$ cat config.mk
export PLATFORM = sky130hd
export DESIGN_NAME = mips_exec_ctrl
export DESIGN_NICKNAME = d
export VERILOG_FILES = /design/src/rtl/mips_pkg.sv /design/src/rtl/mips_alu_core.sv /design/src/rtl/mips_exec_ctrl.sv
export SDC_FILE = /design/constraint.sdc
export NUM_CORES = 1
export LEC_CHECK = 0
export ABC_AREA = 1
export ABC_CLOCK_PERIOD_IN_PS = 3900
export BUFFER_PORTS_ARGS = -buffer_cell sky130_fd_sc_hd__buf_2
export CAP_MARGIN = 0
export CORE_ASPECT_RATIO = 0.6
export CORE_UTILIZATION = 58
export CTS_CLUSTER_SIZE = 10
export DETAILED_ROUTE_END_ITERATION = 12
export GPL_ROUTABILITY_DRIVEN = 0
export PLACE_DENSITY = 0.89
export SLEW_MARGIN = 20
export SYNTH_ARGS = -nofsm -noshare
export SYNTH_HDL_FRONTEND = slang
export SYNTH_SLANG_ARGS = --single-unit
export TNS_END_PERCENT = 50
$ cat constraint.sdc
create_clock -name clk -period 3.9 [get_ports clk]
set_input_delay 0.78 -clock clk [delete_from_list [all_inputs] [get_ports clk]]
set_output_delay 0.78 -clock clk [all_outputs]
set_load 0.05 [all_outputs]
$ cat src/rtl/mips_pkg.sv
// Shared opcode, funct, ALUOp and ALU-control encodings for the MIPS execute stage.
package mips_pkg;

  localparam logic [5:0] OP_RTYPE = 6'b000000;
  localparam logic [5:0] OP_LW    = 6'b100011;
  localparam logic [5:0] OP_SW    = 6'b101011;
  localparam logic [5:0] OP_BEQ   = 6'b000100;
  localparam logic [5:0] OP_ADDI  = 6'b001000;

  localparam logic [5:0] FN_ADD = 6'b100000;
  localparam logic [5:0] FN_SUB = 6'b100010;
  localparam logic [5:0] FN_AND = 6'b100100;
  localparam logic [5:0] FN_OR  = 6'b100101;
  localparam logic [5:0] FN_SLT = 6'b101010;
  localparam logic [5:0] FN_NOR = 6'b100111;

  localparam logic [1:0] ALUOP_ADD   = 2'b00;
  localparam logic [1:0] ALUOP_SUB   = 2'b01;
  localparam logic [1:0] ALUOP_FUNCT = 2'b10;
  localparam logic [1:0] ALUOP_NONE  = 2'b11;

  localparam logic [3:0] ALU_AND = 4'b0000;
  localparam logic [3:0] ALU_OR  = 4'b0001;
  localparam logic [3:0] ALU_ADD = 4'b0010;
  localparam logic [3:0] ALU_SUB = 4'b0110;
  localparam logic [3:0] ALU_SLT = 4'b0111;
  localparam logic [3:0] ALU_NOR = 4'b1100;

endpackage

$ cat src/rtl/mips_alu_core.sv
// Pure combinational ALU: and/or/add/sub/signed-slt/nor with a zero flag.
module mips_alu_core
  import mips_pkg::*;
#(
  parameter int W = 32
) (
  input  logic [3:0]   ctl,
  input  logic [W-1:0] a,
  input  logic [W-1:0] b,
  output logic [W-1:0] out,
  output logic         zero
);

  logic slt_bit;

  assign slt_bit = ($signed(a) < $signed(b));

  always_comb begin
    out = '0;
    unique case (ctl)
      ALU_AND: out = a & b;
      ALU_OR:  out = a | b;
      ALU_ADD: out = a + b;
      ALU_SUB: out = a - b;
      ALU_SLT: out = {{(W-1){1'b0}}, slt_bit};
      ALU_NOR: out = ~(a | b);
      default: out = '0;
    endcase
  end

  assign zero = (out == '0);

endmodule

$ cat src/rtl/mips_exec_ctrl.sv
// Main decode, ALU control and ALU for the MIPS execute stage, with the
// EX->MEM pipeline register for the ALU result and downstream controls.
module mips_exec_ctrl
  import mips_pkg::*;
#(
  parameter int W = 32
) (
  input  logic         clk,
  input  logic         rst_n,
  input  logic [5:0]   opcode,
  input  logic [5:0]   funct,
  input  logic [W-1:0] op_a,
  input  logic [W-1:0] op_b,
  input  logic         bubble,
  output logic         regdst,
  output logic         alusrc,
  output logic         branch,
  output logic         memread,
  output logic         memwrite,
  output logic         memtoreg,
  output logic         regwrite,
  output logic [1:0]   aluop,
  output logic [3:0]   aluctl,
  output logic [W-1:0] alu_out,
  output logic         zero,
  output logic [W-1:0] result_q,
  output logic         zero_q,
  output logic         regwrite_q,
  output logic         memtoreg_q,
  output logic         memread_q,
  output logic         memwrite_q
);

  logic [W-1:0] result_d;
  logic         zero_d;
  logic         regwrite_d;
  logic         memtoreg_d;
  logic         memread_d;
  logic         memwrite_d;

  always_comb begin
    regdst   = 1'b0;
    alusrc   = 1'b0;
    branch   = 1'b0;
    memread  = 1'b0;
    memwrite = 1'b0;
    memtoreg = 1'b0;
    regwrite = 1'b0;
    aluop    = ALUOP_ADD;
    case (opcode)
      OP_RTYPE: begin
        regdst   = 1'b1;
        regwrite = 1'b1;
        aluop    = ALUOP_FUNCT;
      end
      OP_LW: begin
        alusrc   = 1'b1;
        memtoreg = 1'b1;
        regwrite = 1'b1;
        memread  = 1'b1;
      end
      OP_SW: begin
        alusrc   = 1'b1;
        memwrite = 1'b1;
      end
      OP_BEQ: begin
        branch = 1'b1;
        aluop  = ALUOP_SUB;
      end
      OP_ADDI: begin
        alusrc   = 1'b1;
        regwrite = 1'b1;
      end
      default: ;
    endcase
  end

  always_comb begin
    aluctl = ALU_AND;
    unique case (aluop)
      ALUOP_ADD: aluctl = ALU_ADD;
      ALUOP_SUB: aluctl = ALU_SUB;
      ALUOP_FUNCT: begin
        case (funct)
          FN_ADD:  aluctl = ALU_ADD;
          FN_SUB:  aluctl = ALU_SUB;
          FN_AND:  aluctl = ALU_AND;
          FN_OR:   aluctl = ALU_OR;
          FN_SLT:  aluctl = ALU_SLT;
          FN_NOR:  aluctl = ALU_NOR;
          default: aluctl = ALU_AND;
        endcase
      end
      ALUOP_NONE: aluctl = ALU_AND;
      default:    aluctl = ALU_AND;
    endcase
  end

  mips_alu_core #(.W(W)) u_alu (
    .ctl  (aluctl),
    .a    (op_a),
    .b    (op_b),
    .out  (alu_out),
    .zero (zero)
  );

  // A bubble squashes only the side-effecting controls; the ALU result still flows.
  always_comb begin
    result_d   = alu_out;
    zero_d     = zero;
    regwrite_d = regwrite & ~bubble;
    memtoreg_d = memtoreg & ~bubble;
    memread_d  = memread  & ~bubble;
    memwrite_d = memwrite & ~bubble;
  end

  always_ff @(posedge clk or negedge rst_n) begin
    if (!rst_n) begin
      result_q   <= '0;
      zero_q     <= 1'b0;
      regwrite_q <= 1'b0;
      memtoreg_q <= 1'b0;
      memread_q  <= 1'b0;
      memwrite_q <= 1'b0;
    end else begin
      result_q   <= result_d;
      zero_q     <= zero_d;
      regwrite_q <= regwrite_d;
      memtoreg_q <= memtoreg_d;
      memread_q  <= memread_d;
      memwrite_q <= memwrite_d;
    end
  end

endmodule

==> flow_summary_export.csv, run 1 <==
group,metric,value,unit
run_status,status,"aborted with a tool error",
run_status,lastStage,"global routing (5_1_grt)",
run_status,error_line,"[ERROR GRT-0116] Global routing finished with congestion. Check the congestion regions in the DRC Viewer.",
placement,placedInstanceArea,11000,sq um
synthesis,async_reset_ff_frac,1.00,
synthesis,syn_nets,1745,
synthesis,netlist_instances,1563,
synthesis,synth_flop_cell,"dfrtp_1",
clock_network,cts_root_buffer,"clkbuf_16",
synthesis,synth_mux_area_frac,0,
global_routing,grt_pass1_wl,78.6,mm
synthesis,yosys_warnings,0,
placement,dpl.hpwl,29.2,mm
die,die_w,156,um
die,rows,33,
global_routing,first_global_vias,13734,
clock_network,hold_buffers,0,
synthesis,synthXorXnorAreaFrac,0.0139,
clock_network,cts_num_sinks,36,
synthesis,synth_area_leaders,"nand2_1, inv_1, ha_1",
die,ios,162,
placement,port_buffers,161,
synthesis,netlist.area_leader.share,0.238,
synthesis,synth-edff-count,0,
synthesis,synth_compound_area_frac,0.0589,
synthesis,postSynthAreaPerCell,5.26,sq um
synthesis,synth_top_family_by_area,"simple AND/OR/NAND/NOR gates",
synthesis,synth_simple_gate_area_frac,0.471,
die,initial_core_util,0.598,
global_routing,grt_max_degree,37,
synthesis,synth-adder-area-share,0.159,
die,die_y,94.2,um
clock_network,htreeDepth,2,
synthesis,netlist_area,8220,sq um
global_routing,grt_use_total,0.721,
clock_network,clockBufferDepth,2,
synthesis,synthDistinctLibCells,37,
synthesis,seq_area_frac_synth,0.110,
global_routing,grt.overflow.total,8,
synthesis,yosys.area.top_type,"nand2_1",
clock_network,cts_inserted_buffers,5,
synthesis,yosys_register_bits,36,
[cell usage after synthesis, drive strengths merged (2+ instances only)]
cell and count:
clkbuf 3, nand4 23, o21ai 35, fa 2, nor2 213, ha 101
buf 38, dfrtp 36, nand3b 4, xor2 11, nor3 12, nand3 144
a21oi 47, nand2 528, xnor2 2, o21bai 7, and2 2, inv 348
or2 2
[through the flow]
| stage | hold WS, ns | TNS (ns) | worst slack, ns | std cells | util |
|---|---|---|---|---|---|
| after floorplan | 0.484 | -0.0551 | -0.0551 | 1563 | - |
| after global placement | 0.869 | -1.30 | -0.271 | 2115 | 0.803 |
| after detailed placement | 0.883 | -3.44 | -0.351 | 2115 | 0.803 |
| after CTS | 0.614 | -0.0692 | -0.0692 | 2132 | 0.858 |
[per-layer routing]
layer,GRT overflow,global-route usage
met2,4,0.845
met5,0,0.509
met4,2,0.620
met3,1,0.646
met1,1,0.725
[cell families after synthesis]
group           Yosys count
simple gates            930
flops                    36
fa+ha+maj               103
compound gates           92
xor+xnor                 13
buf+inv                 389
[timing repair]
item / in CTS
setup buffers: 7
cloned: 2
setup endpoints to repair: 31
hold endpoints to repair: 0
resized for setup: 135
pin swaps: 24
==> inputs of run 2 (changes only) <==
--- a/config.mk
+++ b/config.mk
@@ -9,12 +9,10 @@
 export ABC_CLOCK_PERIOD_IN_PS = 3900
 export BUFFER_PORTS_ARGS = -buffer_cell sky130_fd_sc_hd__buf_2
 export CAP_MARGIN = 0
-export CORE_ASPECT_RATIO = 0.6
-export CORE_UTILIZATION = 58
-export CTS_CLUSTER_SIZE = 10
+export CORE_UTILIZATION = 40
 export DETAILED_ROUTE_END_ITERATION = 12
 export GPL_ROUTABILITY_DRIVEN = 0
-export PLACE_DENSITY = 0.89
+export PLACE_DENSITY_LB_ADDON = 0.15
 export SLEW_MARGIN = 20
 export SYNTH_ARGS = -nofsm -noshare
 export SYNTH_HDL_FRONTEND = slang
==> flow_summary_export.csv, run 2 <==
group,metric,value,unit
global_routing,first_global_vias,10087,
synthesis,syn_nets,1745,
worst_setup_path,crit_path_end_kind,"primary output",
die,core,20200,sq um
sta,final.setup.worst_slack,-0.00610,ns
finish,layout_common_cells,"nand2_1, inv_1, buf_4, buf_2, nor2_1",
detailed_routing,via_per_inst,4.94,
sta,holdWs,0.579,ns
clock_network,clockBufferDepth,2,
run_status,status,"finished with violations",
die,die_w,145,um
die,die_y,145,um
finish,fillers,1968,
worst_setup_path,crit_path_max_fanout,3,
run_status,violations,"negative setup slack",
finish,nets,2149,
finish,drive_above_1_share,0.353,
power,ir_worst_vdd,151,uV
die,ios,162,
clock_network,cts_num_sinks,36,
sta,fmax,256,MHz
finish,n_antenna_cell,0,
power,swShare,0.517,
finish,largest_reg_flops,32,
detailed_routing,wl_per_cell,14.8,um
flow_run,cap_violations,0,
sta,min_period_over_period,1.00,
synthesis,yosysMostFrequentCell,"nand2_1",
synthesis,postSynthAreaPerCell,5.26,sq um
placement,dpl.hpwl,27.6,mm
worst_setup_path,crit_type,"input pin to primary output",
power,cellPowerDensity,241,nW/um^2
placement,port_buffers,161,
finish,largest-register,"result_q",
synthesis,async_reset_ff_frac,1.00,
detailed_routing,vias,11047,
hold_path,hp-class,"input pin to asynchronous set/reset pin",
synthesis,yosys_warnings,0,
synthesis,yosys.area.top_type,"nand2_1",
power,netSwitchingPower,1.58,mW
sta,finalCriticalPeriod,3.91,ns
synthesis,synth_commonest_cells,"nand2_1, inv_1, nor2_1, nand3_1, ha_1",
power,p_leak,7.42,nW
die,initial_core_util,0.408,
worst_setup_path,crit_path_start_kind,"input pin",
synthesis,netlist_instances,1563,
sta,rsz0062_at_grt,"yes",
global_routing,grt_use_total,0.303,
clock_network,cts_root_buffer,"clkbuf_16",
worst_setup_path,cp.arrival,3.13,ns
synthesis,synthDistinctLibCells,37,
clock_network,cts_inserted_buffers,5,
clock_network,cts_tree,"built",
global_routing,antenna_found_initial,0,
synthesis,netlist.area_leader.share,0.238,
finish,syn2layout_area_growth,53.8,%
global_routing,grt.overflow.total,0,
global_routing,grt_pass1_wl,50.5,mm
synthesis,synth-edff-count,0,
synthesis,yosys_register_bits,36,
power,clkPwrFrac,0.131,
detailed_routing,wl,33.0,mm
clock_network,clk_pin_slew_worst_paths,0.05,ns
detailed_routing,drc_errors,0,
sta,tns,-0.00610,ns
detailed_routing,drtIter0Drc,966,
worst_setup_path,critical_path_required,3.12,ns
synthesis,synth_flop_cell,"dfrtp_1",
power,seq_power_share,0.147,
synthesis,synth_area_leaders,"nand2_1, inv_1, ha_1",
sta,slew_headroom,0.477,
synthesis,seq_area_frac_synth,0.110,
power,comb_power_share,0.722,
die,dieArea,21100,sq um
die,rows,52,
sta,setup_viol,1,
sta,hold_viol,0,
synthesis,netlist_area,8220,sq um
detailed_routing,ant_nets,0,
finish,layout_commonest_cell,"nand2_1",
global_routing,grt_max_degree,37,
power,power.internal,1.47,mW
detailed_routing,firstDrtPassIters,5,
clock_network,htreeDepth,2,
sta,slew_viol_final,0,
sta,worst_pin_slew,0.785,ns
clock_network,hold_buffers,0,
==> run 2: cell counts after synthesis <==
No cell type changed its count.
==> run 2: metrics by stage <==
stage	power [mW]	instances	setup slack, ns	util	area, sq um
final	3.05	2238	-0.00610	0.627	12600
after global routing	3.23	2238	-0.146	0.627	12600
after CTS	2.91	2230	0.00176	0.595	12000
after detailed placement	2.42	2217	-0.451	0.565	11400
after global placement	2.41	2217	-0.400	0.565	11400
after floorplan	1.63	1563	-0.0551	-	8400
==> run 2: path summary, 6_finish.rpt <==
| path | start | endpoint | cells past startpoint | slack (ns) |
|---|---|---|---|---|
| max | op_a[5] | zero | 20 | -0.006 |
| min | rst_n | result_q[5] | 1 | 0.58 |
| max in group asynchronous | rst_n | result_q[16] | 1 | 2.82 |
| min in group clk | bubble | regwrite_q | 2 | 0.69 |
==> run 2: cell families (layout without fill, tap and decap cells) <==
group                      after synthesis  count (layout)  share of synthesized area
AOI/OAI and AO/OA                       92              92                     0.0589
xor gates and xnor gates                13              13                     0.0139
adders and majority gates              103             103                      0.159
buffers and inverters                  389             794                      0.188
DFF                                     36              36                      0.110
and+or+nand+nor                        930             930                      0.471
==> run 2: metal layers <==
layer,global-route usage,routed length (um),vias up
li1,-,-,5485
met1,0.394,14100,5018
met2,0.509,15100,479
met3,0.0470,3010,65
met4,0.101,901,0
met5,0,0,-
==> run 2: what timing repair did <==
item | CTS | global route
resized for setup | 98 | 160
pin swaps | 15 | 47
cloned | 0 | 0
hold endpoints to repair | 0 | 0
buffers inserted | 5 | 8
setup endpoints to repair | 4 | 6
==> run 2: worst max-delay path, stage by stage <==
cell and delay, ns:
buf_2 0.11, buf_4 0.13, ha_1 0.22, nand2_1 0.08, nand2_1 0.09, buf_4 0.15, nand2_1 0.05, nand2_1 0.11
a21oi_2 0.18, nand2_2 0.10, nand2_2 0.10, nand3_1 0.08, nand3_1 0.08, nand2_1 0.07, nor2_2 0.15, nand2_1 0.08
nor2_2 0.14, nand3_2 0.11, nor2_4 0.16, buf_8 0.16
==> run 2: final cells by class <==
class | count | area [sq um] | area share
Multi-Input combinational cell | 1138 | 6900 | 0.546
Timing Repair Buffer | 438 | 3030 | 0.240
Inverter | 348 | 1320 | 0.105
Sequential cell | 36 | 901 | 0.0713
Tap cell | 270 | 338 | 0.0267
Clock buffer | 6 | 139 | 0.0110
Clock inverter | 2 | 10.0 | 0.000792
==> run 2: power groups by stage <==
stage / combinational [mW] / clock [mW] / sequential, mW
floorplan: 0.945 / 0 / 0.683
global placement: 1.96 / 0 / 0.454
detailed placement: 1.97 / 0 / 0.455
CTS: 2.05 / 0.405 / 0.449
global route: 2.35 / 0.423 / 0.455
finish: 2.20 / 0.399 / 0.448
(Power assumes the default switching activity.)
